===== src/rtl/fbe_cfg_ctrl.sv =====
// fbe_cfg_ctrl: runtime configuration sequencer for the filter-bank/echo datapath.
// Closes the input stream at a packet boundary, reloads LP/BP/HP filters one by one, then reopens it.
module fbe_cfg_ctrl #(
  parameter int DATA_WIDTH     = 16,
  parameter int TIMEOUT_CYCLES = 4096,
  parameter int TO_WIDTH       = $clog2(TIMEOUT_CYCLES + 1)
) (
  input  logic                  pi_clk,
  input  logic                  pi_sreset,
  input  logic                  pi_cfg_start,
  input  logic [2:0]            pi_cfg_mask,
  input  logic [9:0]            pi_lp_order,
  input  logic [9:0]            pi_bp_order,
  input  logic [9:0]            pi_hp_order,
  output logic [9:0]            po_lp_order,
  output logic [9:0]            po_bp_order,
  output logic [9:0]            po_hp_order,
  output logic                  po_lp_coeff_init,
  output logic                  po_bp_coeff_init,
  output logic                  po_hp_coeff_init,
  input  logic                  pi_cf_lddone_lp,
  input  logic                  pi_cf_lddone_bp,
  input  logic                  pi_cf_lddone_hp,
  input  logic                  pi_cfnum_err_lp,
  input  logic                  pi_cfnum_err_bp,
  input  logic                  pi_cfnum_err_hp,
  input  logic [DATA_WIDTH-1:0] pi_data,
  input  logic                  pi_valid,
  input  logic                  pi_last,
  output logic                  po_ready,
  output logic [DATA_WIDTH-1:0] po_data,
  output logic                  po_valid,
  output logic                  po_last,
  input  logic                  pi_ready,
  output logic                  po_busy,
  output logic                  po_done,
  output logic [2:0]            po_err,
  output logic                  po_timeout
);

  typedef enum logic [2:0] {
    S_IDLE  = 3'd0,
    S_DRAIN = 3'd1,
    S_SEL   = 3'd2,
    S_INIT  = 3'd3,
    S_WAIT  = 3'd4,
    S_DONE  = 3'd5
  } state_t;

  localparam logic [TO_WIDTH-1:0] TO_LAST = TO_WIDTH'(TIMEOUT_CYCLES - 1);

  state_t                r_state;
  state_t                w_next;
  logic                  r_in_pkt;
  logic [2:0]            r_rem;
  logic [2:0]            r_sel;
  logic [9:0]            r_lp_sh;
  logic [9:0]            r_bp_sh;
  logic [9:0]            r_hp_sh;
  logic [9:0]            r_lp_ord;
  logic [9:0]            r_bp_ord;
  logic [9:0]            r_hp_ord;
  logic [2:0]            r_init;
  logic [TO_WIDTH-1:0]   r_cnt;
  logic                  r_busy;
  logic                  r_done;
  logic [2:0]            r_err;
  logic                  r_timeout;

  logic                  w_open;
  logic                  w_hs;
  logic                  w_accept;
  logic                  w_ld_sel;
  logic                  w_cferr_sel;
  logic                  w_to_hit;
  logic [2:0]            w_rem_nxt;
  logic [2:0]            w_err_nxt;
  logic                  w_to_nxt;
  logic [2:0]            w_pick;
  logic [2:0]            w_init_nxt;

  // Lowest set bit wins, giving the fixed LP -> BP -> HP load order.
  function automatic logic [2:0] f_lowest(input logic [2:0] v);
    logic [2:0] r;
    if (v[0]) begin
      r = 3'b001;
    end else if (v[1]) begin
      r = 3'b010;
    end else if (v[2]) begin
      r = 3'b100;
    end else begin
      r = 3'b000;
    end
    return r;
  endfunction

  // Zero-latency stream gate; it may only close between packets.
  assign w_open   = (r_state == S_IDLE) | ((r_state == S_DRAIN) & r_in_pkt);
  assign po_data  = pi_data;
  assign po_last  = pi_last;
  assign po_valid = pi_valid & w_open;
  assign po_ready = pi_ready & w_open;
  assign w_hs     = pi_valid & pi_ready & w_open;

  assign w_accept    = (r_state == S_IDLE) & pi_cfg_start;
  assign w_ld_sel    = |(r_sel & {pi_cf_lddone_hp, pi_cf_lddone_bp, pi_cf_lddone_lp});
  assign w_cferr_sel = |(r_sel & {pi_cfnum_err_hp, pi_cfnum_err_bp, pi_cfnum_err_lp});
  assign w_to_hit    = (r_cnt == TO_LAST);

  assign po_lp_order      = r_lp_ord;
  assign po_bp_order      = r_bp_ord;
  assign po_hp_order      = r_hp_ord;
  assign po_lp_coeff_init = r_init[0];
  assign po_bp_coeff_init = r_init[1];
  assign po_hp_coeff_init = r_init[2];
  assign po_busy          = r_busy;
  assign po_done          = r_done;
  assign po_err           = r_err;
  assign po_timeout       = r_timeout;

  // FSM state register.
  always_ff @(posedge pi_clk) begin
    if (pi_sreset) begin
      r_state <= S_IDLE;
    end else begin
      r_state <= w_next;
    end
  end

  // FSM next-state logic.
  always_comb begin
    w_next = r_state;
    case (r_state)
      S_IDLE: begin
        if (pi_cfg_start) begin
          w_next = S_DRAIN;
        end else begin
          w_next = S_IDLE;
        end
      end
      S_DRAIN: begin
        if (!r_in_pkt) begin
          w_next = S_SEL;
        end else begin
          w_next = S_DRAIN;
        end
      end
      S_SEL: begin
        if (r_sel == 3'b000) begin
          w_next = S_DONE;
        end else begin
          w_next = S_INIT;
        end
      end
      S_INIT: begin
        w_next = S_WAIT;
      end
      S_WAIT: begin
        if (w_ld_sel || w_to_hit) begin
          w_next = S_SEL;
        end else begin
          w_next = S_WAIT;
        end
      end
      S_DONE: begin
        w_next = S_IDLE;
      end
      default: begin
        w_next = S_IDLE;
      end
    endcase
  end

  // FSM output logic: next values of the registered status, selection and strobes.
  always_comb begin
    w_rem_nxt = r_rem;
    w_err_nxt = r_err;
    w_to_nxt  = r_timeout;
    case (r_state)
      S_IDLE: begin
        if (pi_cfg_start) begin
          w_rem_nxt = pi_cfg_mask;
          w_err_nxt = 3'b000;
          w_to_nxt  = 1'b0;
        end else begin
          w_rem_nxt = r_rem;
        end
      end
      S_WAIT: begin
        // A load-done in the timeout cycle still counts as a normal completion.
        if (w_ld_sel) begin
          w_err_nxt = r_err | (r_sel & {3{w_cferr_sel}});
          w_rem_nxt = r_rem & ~r_sel;
        end else if (w_to_hit) begin
          w_err_nxt = r_err | r_sel;
          w_to_nxt  = 1'b1;
          w_rem_nxt = r_rem & ~r_sel;
        end else begin
          w_rem_nxt = r_rem;
        end
      end
      default: begin
        w_rem_nxt = r_rem;
      end
    endcase
    w_pick = f_lowest(w_rem_nxt);
    if ((r_state == S_SEL) && (w_next == S_INIT)) begin
      w_init_nxt = r_sel;
    end else begin
      w_init_nxt = 3'b000;
    end
  end

  // Packet tracking on the gated handshake.
  always_ff @(posedge pi_clk) begin
    if (pi_sreset) begin
      r_in_pkt <= 1'b0;
    end else if (w_hs) begin
      r_in_pkt <= ~pi_last;
    end else begin
      r_in_pkt <= r_in_pkt;
    end
  end

  // Shadow orders captured on an accepted start.
  always_ff @(posedge pi_clk) begin
    if (pi_sreset) begin
      r_lp_sh <= 10'd0;
      r_bp_sh <= 10'd0;
      r_hp_sh <= 10'd0;
    end else if (w_accept) begin
      r_lp_sh <= pi_lp_order;
      r_bp_sh <= pi_bp_order;
      r_hp_sh <= pi_hp_order;
    end else begin
      r_lp_sh <= r_lp_sh;
      r_bp_sh <= r_bp_sh;
      r_hp_sh <= r_hp_sh;
    end
  end

  // Selection and order outputs load on entry to SEL, a full cycle ahead of the init strobe.
  always_ff @(posedge pi_clk) begin
    if (pi_sreset) begin
      r_sel    <= 3'b000;
      r_lp_ord <= 10'd0;
      r_bp_ord <= 10'd0;
      r_hp_ord <= 10'd0;
    end else if (w_next == S_SEL) begin
      r_sel <= w_pick;
      if (w_pick[0]) r_lp_ord <= r_lp_sh;
      if (w_pick[1]) r_bp_ord <= r_bp_sh;
      if (w_pick[2]) r_hp_ord <= r_hp_sh;
    end else begin
      r_sel <= r_sel;
    end
  end

  // Remaining mask, status, strobes and the load-done timeout counter.
  always_ff @(posedge pi_clk) begin
    if (pi_sreset) begin
      r_rem     <= 3'b000;
      r_err     <= 3'b000;
      r_timeout <= 1'b0;
      r_init    <= 3'b000;
      r_cnt     <= {TO_WIDTH{1'b0}};
      r_busy    <= 1'b0;
      r_done    <= 1'b0;
    end else begin
      r_rem     <= w_rem_nxt;
      r_err     <= w_err_nxt;
      r_timeout <= w_to_nxt;
      r_init    <= w_init_nxt;
      r_busy    <= (w_next != S_IDLE);
      r_done    <= (w_next == S_DONE);
      if (r_state == S_INIT) begin
        r_cnt <= {TO_WIDTH{1'b0}};
      end else if (r_state == S_WAIT) begin
        r_cnt <= r_cnt + TO_WIDTH'(1);
      end else begin
        r_cnt <= r_cnt;
      end
    end
  end

endmodule

===== config.mk =====
export PLATFORM = sky130hd
export DESIGN_NAME = fbe_cfg_ctrl
export DESIGN_NICKNAME = d
export VERILOG_FILES = /design/src/rtl/fbe_cfg_ctrl.sv
export SDC_FILE = /design/constraint.sdc
export NUM_CORES = 1
export LEC_CHECK = 0
export BUFFER_PORTS_ARGS = -buffer_cell sky130_fd_sc_hd__buf_2
export CAP_MARGIN = 20
export CORE_MARGIN = 2
export CORE_UTILIZATION = 50
export DETAILED_ROUTE_END_ITERATION = 8
export GPL_ROUTABILITY_DRIVEN = 0
export PLACE_DENSITY = 0.86
export REMOVE_ABC_BUFFERS = 1
export SLEW_MARGIN = 20
export SYNTH_ARGS = -nofsm -noshare
export SYNTH_HDL_FRONTEND = slang
export SYNTH_SLANG_ARGS = --single-unit

===== constraint.sdc =====
create_clock -name pi_clk -period 2.3 [get_ports pi_clk]
set_input_delay 0.115 -clock pi_clk [delete_from_list [all_inputs] [get_ports pi_clk]]
set_output_delay 0.115 -clock pi_clk [all_outputs]
set_load 0.05 [all_outputs]

# --- Yosys cells after proc, flatten, opt, wreduce, memory -nomap -nowiden ---
# Index checks and enable logic that the tools add are counted.
totals:
  ff_bits: 92
  input_bits: 61
  out_inout_bits: 58
  elab_cells: 80
classes:
  addsub: 1
  n_eq_ne: 12
  n_mux: 20
  n_bitwise: 16
  n_reduce_logical: 15
op_table:
  columns: ["operator", "count"]
  rows:
  - ["two-way mux 3 bit", 11]
  - ["one-hot mux 3 bit (5 select lines)", 1]
  - ["adder 13 x 1 -> 13 bit (second input constant)", 1]
  - ["equality test 13 x 12 -> 1 bit (second input constant)", 1]
  - ["AND 3 bit", 4]
  - ["equality test 3 x 2 -> 1 bit (second input constant)", 4]
  - ["one-hot mux 3 bit (2 select lines)", 2]
  - ["AND 1 bit", 6]
  - ["equality test 3 bit (second input constant)", 2]
  - ["logical NOT 3 bit", 2]
  - ["inequality test 2 bit (second input constant)", 3]
  - ["OR 3 bit", 2]
  - ["AND reduction 2 bit", 3]
  - ["OR reduction 3 bit", 2]
  - ["two-way mux 1 bit", 4]
  - ["AND reduction 4 bit", 1]
  - ["OR reduction 2 bit", 2]
  - ["equality test 3 x 1 -> 1 bit (second input constant)", 1]
  - ["inequality test 3 bit (second input constant)", 1]
  - ["inverter 3 bit", 1]
  - ["AND reduction 3 bit", 1]
  - ["nonzero test 3 bit", 1]
  - ["two-way mux 2 bit", 1]
  - ["inverter 1 bit", 2]
  - ["other kinds (5)", 5]

# --- Depth between registers and ports, before layout ---
# Gate-level depths: netlist (run 1).
logic_depth:
  depth_word: 9
  mapped_depth: 8
  depth_no_buf: 7

# --- Least setup slack after synthesis (run 1) ---
# Ideal clock, no wire load.
synth_path:
  path_kind: "register to register"
  from: "register r_cnt[0]"
  to: "register r_hp_ord[0], in the netlist po_hp_order[0]"
  setup_ns: 0.072
  arrival_ns: 2.038
  required_ns: 2.228
  slack_ns: 0.190
  path_stages_with_launch: 9
  n_path_buf: 1
  synth_period_minus_slack_ns: 2.110
  path_cell_list: "dfxtp_1 -> ha_1 -> nand4b_1 -> nor3_2 -> o211ai_1 -> a211oi_4 -> and3_4 -> buf_12 -> mux2i_1"
synth_between:
  elab_chain_cells: 8
  word_cells_on_any_way: 12
  classes_between: "eq/ne (2); mux (8); reduce/logical (2)"
synth_rtl:
  columns: ["element", "line", "rtl"]
  rows:
  - ["start: declaration", "64", "logic [TO_WIDTH-1:0] r_cnt;"]
  - ["start signal: assignment", "266", "r_cnt <= {TO_WIDTH{1'b0}};"]
  - ["start signal: assignment", "277", "r_cnt <= {TO_WIDTH{1'b0}};"]
  - ["start signal: assignment", "279", "r_cnt <= r_cnt + TO_WIDTH'(1);"]
  - ["equality test 13 x 12 -> 1 bit *", "108", "assign w_to_hit = (r_cnt == TO_LAST);"]
  - ["two-way mux 3 bit", "194", "end else if (w_to_hit) begin"]
  - ["two-way mux 3 bit", "191", "if (w_ld_sel) begin"]
  - ["one-hot mux 3 bit (2 select lines)", "179", "case (r_state)"]
  - ["two-way mux 3 bit", "89", "end else if (v[2]) begin"]
  - ["two-way mux 3 bit", "87", "end else if (v[1]) begin"]
  - ["two-way mux 3 bit", "85", "if (v[0]) begin"]
  - ["AND reduction 2 bit (no source line) *", null, null]
  - ["end signal: assignment", "253", "if (w_pick[2]) r_hp_ord <= r_hp_sh;"]
  - ["end: declaration", "62", "logic [9:0] r_hp_ord;"]
# Every way passes the cells marked *; elsewhere a longest branch is shown, timed or not.
# A chain may end at the register's enable or synchronous reset.

# --- Worst setup path after layout (run 1) ---
layout_path:
  from: "register r_cnt[0]"
  to: "register r_bp_ord[8], in the netlist po_bp_order[8]"
layout_between:
  elab_chain_cells: 7
  word_cells_on_any_way: 11
  classes_between: "eq/ne (2); mux (7); reduce/logical (2)"
layout_rtl:
  columns: ["element", "line", "rtl"]
  rows:
  - ["equality test 13 x 12 -> 1 bit *", "108", null]
  - ["two-way mux 3 bit", "194", null]
  - ["two-way mux 3 bit", "191", null]
  - ["one-hot mux 3 bit (2 select lines)", "179", null]
  - ["two-way mux 3 bit", "87", null]
  - ["two-way mux 3 bit", "85", null]
  - ["AND reduction 2 bit (no source line) *", null, null]
  - ["end signal: assignment", "252", "if (w_pick[1]) r_bp_ord <= r_bp_sh;"]
  - ["end: declaration", "61", "logic [9:0] r_bp_ord;"]
# Marks and branches as above.

==> results of run 1 <==
-- area by class of cell --
class,count,area (um2),area share
flip-flops and latches,92,1850,0.382
multi-input cells,299,1840,0.382
repair buffers,127,821,0.170
clock buffers,10,128,0.0264
well taps,102,128,0.0264
clock inverters,6,50.0,0.0104
inverters,4,15.0,0.00311
-- cells in the mapped netlist (4+ instances only) --
library cell   n  area [um2]
a21oi_1       44         220
xor2_1         8        70.1
mux2i_1       30         300
nor3_1         9        45.0
nand2_1       74         278
and2_1         4        25.0
buf_4         18         135
clkbuf_1      20        75.1
nand4_1        5        31.3
o21ai_0        7        35.0
dfxtp_1       92        1840
nand2b_1      44         275
nor2_1        25        93.8
-- timing repair --
action / 4_1_cts / 5_1_grt
hold buffers: 28 / 0
endpoints found under the hold margin: 27 / 0
resized for setup: 2 / 6
setup buffers: 0 / 1
endpoints found under the setup margin: 6 / 30
pin swaps: 2 / 4
gates cloned: 1 / 0
-- power breakdown --
group | leakage, nW | internal [mW] | total, mW | switching (mW)
Clock | 0.0766 | 0.402 | 0.985 | 0.583
Sequential | 0.748 | 1.67 | 1.72 | 0.0467
Combinational | 1.10 | 0.239 | 0.608 | 0.369
Total | 1.93 | 2.31 | 3.31 | 0.999
-- layer usage --
metal,up-vias,GRT usage,wire length (um)
met2,136,0.378,4690
met5,-,0,0
met4,0,0.0907,184
met1,1557,0.259,3740
li1,1644,-,-
met3,18,0.0643,657
-- worst paths after layout --
path                                                    end  slack (ns)  depth (start not counted)
worst max-delay path            po_bp_order[8]$_SDFFE_PP0P_        0.10                          8
worst min-delay path                r_lp_sh[9]$_SDFFE_PP0P_       0.009                          3
worst max register to register  po_bp_order[8]$_SDFFE_PP0P_        0.10                          8
worst min register to register      r_lp_sh[2]$_SDFFE_PP0P_        0.46                          2
-- per-stage QoR --
| step | worst slack [ns] | TNS, ns |
|---|---|---|
| after floorplan | -0.777 | -12.65 |
| after global placement | 0.124 | 0 |
| after detailed placement | -0.0377 | -0.0474 |
| after CTS | 0.0413 | 0 |
| after global routing | -0.0511 | -0.344 |
| final | 0.100 | 0 |
-- flip-flops by register name, summed over array words and instances (netlist names) --
register	cells
po_bp_order	10
po_busy	1
po_done	1
po_err	3
po_hp_order	10
po_lp_order	10
po_timeout	1
r_bp_sh	10
r_cnt	13
r_hp_sh	10
r_in_pkt	1
r_init	3
r_lp_sh	10
r_rem	3
r_sel	3
r_state	3
-- critical path, stage by stage (launching register included) --
cell and delay [ns]:
dfxtp_4 0.38, ha_4 0.15, nand4b_1 0.22, nor3_4 0.33, o211ai_1 0.16, a211oi_4 0.34, and2b_2 0.22, buf_12 0.14
mux2i_1 0.19
-- layout by cell type (no fill, tap or decap), types with 2 or more instances in the layout --
cell           instances
nor2b_1                3
dfxtp_1               90
dlygate4sd3_1         28
nand3_1                3
or3_1                  3
nor2_1                25
nor3_1                 9
and2_1                 4
or2_1                  2
xor2_1                 8
mux2i_1               30
o21ai_0                7
buf_2                 86
nand2b_1              44
a22oi_1                2
inv_1                  3
buf_4                 12
clkinvlp_4             4
nand2_1               74
a211oi_1               3
clkbuf_8               9
and3_1                 2
nand4_1                5
a21oi_1               44
-- cells by family after synthesis --
kind of cell,count (synthesis),synth area share
flip-flops,92,0.468
AND/OR/NAND/NOR,187,0.251
XOR/XNOR,9,0.0201
buffers and inverters,47,0.0707
adder cells (fa/ha/maj),1,0.00318
multiplexers,30,0.0764
AO/OA/AOI/OAI,71,0.110
==> results.json, run 1 <==
{
  "syn_area_per_cell_um2": 9.00,
  "num_antenna_cells": 0,
  "p_total_mw": 3.31,
  "nNetsFinal": 595,
  "ios": 119,
  "min_period_ns": 2.20,
  "die_width_um": 92.7,
  "cts_made_buffers": 9,
  "slew_headroom": 0.594,
  "dpl_cell_area_mm2": 0.00433,
  "cap_violations": 0,
  "critPathKind": "register to register",
  "synth-seq-cells": 92,
  "fin_crit_sh": 0.956,
  "synth_edf_count": 0,
  "cts_sinks": 92,
  "ys.flop_type": "dfxtp_1",
  "ys_seq_area_frac": 0.468,
  "crit_fanout": 10,
  "clk_pin_slew_ns": 0.09,
  "finish.utilization": 0.629,
  "holdWs_ns": 0.00866,
  "drt_iter0_markers": 147,
  "drc_errors": 0,
  "stdcell_area_mm2": 0.00483,
  "first_pass_iters": 5,
  "netlist_instances": 437,
  "grt_antenna_before_repair": 0,
  "area_growth_pct": 22.9,
  "finClkSkew_ns": 0.0183,
  "setup_viol": 0,
  "setup.worst_path.start_class": "register",
  "hold_path_class": "primary input to register",
  "insertion_delay_ns": 0.36,
  "ys_warn_count": 0,
  "cp.required_ns": 2.59,
  "arrival_ns": 2.49,
  "r2r-start": "r_cnt[0]$_SDFFE_PP0P_",
  "max_freq_ghz": 0.455,
  "grt-ovfl-total": 0,
  "start_util": 0.511,
  "grt_first_pass_wirelength_mm": 15.2,
  "pwr_density_cell_mw_per_mm2": 685,
  "layout-drive-gt1-share": 0.245,
  "die_y_um": 92.7,
  "track_usage": 0.221,
  "fillCellCount": 614,
  "fin_cells": 640,
  "syn-cell-area_mm2": 0.00393,
  "drv_slew": 0,
  "status": "completed",
  "ys_types": 54,
  "postRouteAntennaNets": 0,
  "hp-start": "pi_lp_order[9]",
  "core_area_mm2": 0.00769,
  "grt_pass1_vias": 3283,
  "rows": 32,
  "cts_tree": "built",
  "wl_mm": 9.27,
  "htree_levels": 3,
  "worstSetupStartpoint": "r_cnt[0]$_SDFFE_PP0P_",
  "port_buffers": 86,
  "wl_per_cell_um": 14.5,
  "tightest_slew_ns": 0.609,
  "clockBufferDepth": 2,
  "num_vias": 3355,
  "peakVddDrop_uv": 494,
  "dieArea_mm2": 0.00859,
  "hold_viol": 0,
  "leakagePower_nw": 1.93,
  "clock-root-buffer": "clkbuf_8",
  "via_per_inst": 5.24,
  "grt_max_degree": 39,
  "rsz0062_at_grt": "true",
  "dp_hpwl_mm": 5.92,
  "async_flop_share": 0,
  "crit_path_end_kind": "register",
  "dp.cells": 594
}
Power figures use the tool's default switching activity.
==> run 2, diff against run 1 <==
==> constraint.sdc (replaced) <==
create_clock -name pi_clk -period 2.3 [get_ports pi_clk]
set_input_delay 0.345 -clock pi_clk [delete_from_list [all_inputs] [get_ports pi_clk]]
set_output_delay 0.345 -clock pi_clk [all_outputs]
set_load 0.05 [all_outputs]
==> run 2 against run 1 <==
Effect of this change: design area shrank 3.5%; die area is the same; combinational power shrank 3.9%; flip-flop and latch count is the same; first-iteration DRC count shrank 8.2%; fmax grew 0.14%; global-route usage shrank 1.6 points; clock skew shrank 0.0070 ns; sequential power is essentially flat; clock-buffer cell count grew 4; via count shrank 2.2%; final cell count shrank 3.4%; largest power group unchanged.
==> results.json, run 2 (synthesis gave the netlist of run 1 again) <==
{
  "status": "completed",
  "peakVddDrop_uv": 618,
  "path_delay_family": "simple AND/OR/NAND/NOR gates",
  "cts_sinks": 92,
  "first_pass_iters": 4,
  "regMostFlops": "r_cnt",
  "dp_hpwl_mm": 6.21,
  "setup_viol": 0,
  "r2r-start": "r_cnt[0]$_SDFFE_PP0P_",
  "drt_iter0_markers": 135,
  "drc_errors": 0,
  "routed.top_layer": "met4",
  "largest_register_ffs": 13,
  "hold_path_class": "primary input to register",
  "num_antenna_cells": 0,
  "cp.depth": 9,
  "leakagePower_nw": 1.88,
  "arrival_ns": 2.44,
  "finClkSkew_ns": 0.0113,
  "area_growth_pct": 18.6,
  "mostFrequentLayoutCells": "90 x dfxtp_1, 86 x buf_2, 74 x nand2_1",
  "die_width_um": 92.7,
  "p_total_mw": 3.47,
  "core_area_mm2": 0.00769,
  "max_freq_ghz": 0.455,
  "cts_tree": "built",
  "path_cells": "ha_4 > nand4b_1 > nor3_4 > buf_4 > o21ai_1 > a22oi_2 > and2b_2 > clkbuf_16 > mux2i_1",
  "cp_slowest_stage_delay_ns": 0.38,
  "num_vias": 3281,
  "drv_slew": 0,
  "holdBufCountCts": 0,
  "hold_viol": 0,
  "fin_crit_sh": 0.955,
  "crit_buf_inv": 2,
  "wl_met1_mm": 3.75,
  "wl_per_cell_um": 14.6,
  "via_per_inst": 5.31,
  "cts_made_buffers": 9,
  "clk_pin_slew_ns": 0.08,
  "crit_path_end_kind": "register",
  "cp.required_ns": 2.55,
  "crit_slowest_cell": "dfxtp_4",
  "layout-drive-gt1-share": 0.267,
  "dr_wl_met2_mm": 4.53,
  "wl_mm": 9.05,
  "place_ws_ns": -0.0599,
  "cap_violations": 0,
  "multi_input_area_mm2": 0.00184,
  "rsz0062_at_grt": "false",
  "worstSetupStartpoint": "r_cnt[0]$_SDFFE_PP0P_",
  "postRouteAntennaNets": 0,
  "min_period_ns": 2.20,
  "seq_area_mm2": 0.00185,
  "wl_met3_um": 633,
  "insertion_delay_ns": 0.35,
  "tightest_slew_ns": 0.603,
  "nNetsFinal": 573,
  "crit_fanout": 5,
  "hp-start": "pi_last",
  "grt_antenna_before_repair": 0,
  "clock-root-buffer": "clkbuf_8",
  "critPathKind": "register to register",
  "track_usage": 0.205,
  "grt_max_degree": 39,
  "ios": 119,
  "whs_path_depth": 2,
  "slew_headroom": 0.598,
  "ff2ff_path_depth": 9,
  "grt-ovfl-total": 0,
  "dieArea_mm2": 0.00859,
  "htree_levels": 3,
  "die_y_um": 92.7,
  "port_buffers": 86,
  "final_common_cell": "dfxtp_1",
  "pwr_density_cell_mw_per_mm2": 744,
  "setup.worst_path.start_class": "register",
  "fillCellCount": 663,
  "worst_slack_ns": 0.103,
  "start_util": 0.511,
  "rows": 32,
  "grt_first_pass_wirelength_mm": 14.2,
  "grt_pass1_vias": 3131,
  "clockBufferDepth": 2
}
[run 2: cell count changes in the layout (fill, tap and decap cells not counted), sizes merged]
cell / change
dlygate4sd3: -28
buf: +5
clkinvlp: -4
bufinv: +1
clkbuf: +5
clkinv: -1
[run 2: layout make-up]
cell class	instances	share of cell area
Sequential cell	92	0.396
Inverter	4	0.00322
Multi-Input combinational cell	299	0.396
Clock buffer	14	0.0392
Tap cell	102	0.0274
Timing Repair Buffer	105	0.130
Clock inverter	2	0.00832
[run 2: final timing paths]
path / slack, ns / to
setup reg to reg: 0.10 / po_bp_order[2]$_SDFFE_PP0P_
hold reg to reg: 0.46 / r_hp_sh[0]$_SDFFE_PP0P_
hold / removal: 0.20 / r_in_pkt$_SDFFE_PP0P_
setup / recovery: 0.10 / po_bp_order[2]$_SDFFE_PP0P_
[run 2: what timing repair did]
item / 4_1_cts / 5_1_grt
resized for setup: 1 / 8
gates cloned: 0 / 2
pin swaps: 2 / 4
endpoints found under the setup margin: 20 / 30
setup buffers: 0 / 5
hold endpoints to repair: 0 / 0
[run 2: metrics by stage]
| step | hold slack (ns) | instance area [um2] | utilization | instances | TNS (ns) |
|---|---|---|---|---|---|
| after detailed placement | 0.447 | 4340 | 0.564 | 595 | -0.563 |
| after global placement | 0.441 | 4340 | 0.564 | 595 | 0 |
| after CTS | 0.183 | 4560 | 0.594 | 611 | 0 |
| after floorplan | 0.414 | 3670 | - | 394 | -12.65 |
| final | 0.200 | 4660 | 0.606 | 618 | 0 |
| after global routing | 0.204 | 4660 | 0.606 | 618 | 0 |
[run 2: metal layers]
| metal | up-vias | GRT usage |
|---|---|---|
| met5 | - | 0 |
| met4 | 0 | 0.0637 |
| met3 | 17 | 0.0683 |
| met2 | 115 | 0.350 |
| met1 | 1549 | 0.243 |
| li1 | 1600 | - |
[run 2: power breakdown]
group / switching (mW) / total [mW] / internal, mW / leakage, nW
combinational: 0.365 / 0.584 / 0.219 / 1.02
sequential: 0.0456 / 1.72 / 1.67 / 0.748
clock: 0.541 / 1.17 / 0.627 / 0.113
==> run 3, diff against run 2 <==
--- a/config.mk
+++ b/config.mk
@@ -7,6 +7,7 @@
 export LEC_CHECK = 0
 export BUFFER_PORTS_ARGS = -buffer_cell sky130_fd_sc_hd__buf_2
 export CAP_MARGIN = 20
+export CORE_ASPECT_RATIO = 1.2
 export CORE_MARGIN = 2
 export CORE_UTILIZATION = 50
 export DETAILED_ROUTE_END_ITERATION = 8
==> run 3 against run 2 <==
Effect of this change: clock-buffer cell count decreased by 4; non-clock buffer count shrank 2; critical path type unchanged; critical path depth fell by 2; fmax fell by 3.8%; final cell count down 1.9%; clock power is 4% lower; combinational power decreased by 0.7%.
==> results.json, run 3 (synthesis gave the netlist of run 1 again) <==
{
  "r2r-start": "r_state[2]$_SDFF_PP0_",
  "grt_first_pass_wirelength_mm": 14.2,
  "die_y_um": 101,
  "regMostFlops": "r_cnt",
  "cts_setup_buffers": 0,
  "area_growth_pct": 17.7,
  "port_buffers": 86,
  "cp.required_ns": 2.61,
  "critPathKind": "register to register",
  "routed.top_layer": "met4",
  "grt_antenna_before_repair": 0,
  "holdWs_ns": 0.189,
  "setup.worst_path.start_class": "register",
  "drc_errors": 0,
  "cts_sinks": 92,
  "finish.utilization": 0.604,
  "status": "completed",
  "drt_iter0_markers": 209,
  "dr_wl_met2_mm": 4.43,
  "largest_register_ffs": 13,
  "die_width_um": 84.9,
  "via_per_inst": 5.49,
  "drv_slew": 0,
  "grt_pass1_vias": 3111,
  "num_antenna_cells": 0,
  "final_common_cell": "dfxtp_1",
  "leakagePower_nw": 1.86,
  "crit_fanout": 10,
  "clk_pin_slew_ns": 0.10,
  "htree_levels": 3,
  "slew_headroom": 0.619,
  "place_ws_ns": 0.0631,
  "start_util": 0.513,
  "rows": 35,
  "dp_hpwl_mm": 6.29,
  "crit_path_end_kind": "register",
  "finClkSkew_ns": 0.0131,
  "track_usage": 0.207,
  "wl_mm": 9.13,
  "hold_viol": 0,
  "layout-drive-gt1-share": 0.267,
  "max_freq_ghz": 0.438,
  "rsz0062_at_grt": "true",
  "postRouteAntennaNets": 0,
  "arrival_ns": 2.59,
  "worstSetupStartpoint": "r_state[2]$_SDFF_PP0_",
  "clock-root-buffer": "clkbuf_8",
  "num_vias": 3324,
  "wl_per_cell_um": 15.1,
  "setup_viol": 0,
  "fin_crit_sh": 0.993,
  "grt_max_degree": 63,
  "wl_met3_um": 647,
  "grt-ovfl-total": 0,
  "wl_met1_mm": 3.79,
  "tightest_slew_ns": 0.572,
  "cts_tree": "built",
  "crit_slowest_cell": "dfxtp_1",
  "path_cells": "or3b_4 > nor4_4 > a221oi_2 > a211oi_4 > and2b_2 > buf_12 > mux2i_2",
  "worst_slack_ns": 0.0168,
  "insertion_delay_ns": 0.38,
  "cap_violations": 0,
  "stdcell_area_mm2": 0.00463,
  "ios": 119,
  "clockBufferDepth": 2,
  "dieArea_mm2": 0.00859,
  "mostFrequentLayoutCells": "89 x dfxtp_1, 86 x buf_2, 74 x nand2_1",
  "pwr_density_cell_mw_per_mm2": 741,
  "nNetsFinal": 571,
  "min_period_ns": 2.28,
  "hold_path_class": "primary input to register",
  "first_pass_iters": 4,
  "hp-start": "pi_last",
  "peakVddDrop_uv": 467,
  "cp_slowest_stage_delay_ns": 0.44,
  "cts_made_buffers": 9,
  "dpl_cell_area_mm2": 0.00439,
  "core_area_mm2": 0.00766
}
[run 3: cell count changes in the layout (fill, tap and decap cells not counted), sizes merged]
cell      before  now
clkbuf        15   10
clkinv         1    2
buf          104  103
clkinvlp       0    1
inv            4    6
[run 3: worst max-delay path, delay by kind of cell, from the launching register on]
kind	cells	cell delay (ns)
DFF	1	0.44
AOI/OAI and AO/OA	2	0.46
muxes	1	0.21
and+or+nand+nor	3	0.97
buffers and inverters	1	0.15
[run 3: layer usage]
layer / track usage / vias to the layer above
met5: 0 / -
met4: 0.110 / 0
met3: 0.0603 / 25
met2: 0.344 / 124
met1: 0.243 / 1573
li1: - / 1602
[run 3: power by group]
part | total, mW | internal, mW | switching, mW
combinational | 0.580 | 0.220 | 0.360
clock | 1.12 | 0.516 | 0.600
sequential | 1.73 | 1.67 | 0.0595
[run 3: cell type report]
type                            count  area (um2)
Clock buffer                       10         128
Clock inverter                      6        71.3
Fill cell                         630        3040
Inverter                            4        15.0
Multi-Input combinational cell    299        1850
Sequential cell                    92        1850
Tap cell                           92         115
Timing Repair Buffer              103         599
[run 3: through the flow]
stage / cells / TNS, ns / total power, mW
6_report: 606 / 0 / 3.43
5_1_grt: 606 / -0.306 / 3.55
2_1_floorplan: 394 / -12.65 / 2.10
4_1_cts: 605 / 0 / 3.42
3_3_place_gp: 589 / 0 / 2.30
3_5_place_dp: 589 / 0 / 2.33
[run 3: repair_timing]
action | CTS | global route
endpoints found under the setup margin | 0 | 27
gates resized for setup | 0 | 9
hold buffers | 0 | 0
[run 3: worst paths after layout]
kind | endpoint | slack [ns] | cells past startpoint
setup / recovery | po_bp_order[1]$_SDFFE_PP0P_ | 0.02 | 7
hold / removal | r_in_pkt$_SDFFE_PP0P_ | 0.19 | 2
setup reg to reg | po_bp_order[1]$_SDFFE_PP0P_ | 0.02 | 7
hold reg to reg | r_hp_sh[5]$_SDFFE_PP0P_ | 0.46 | 2
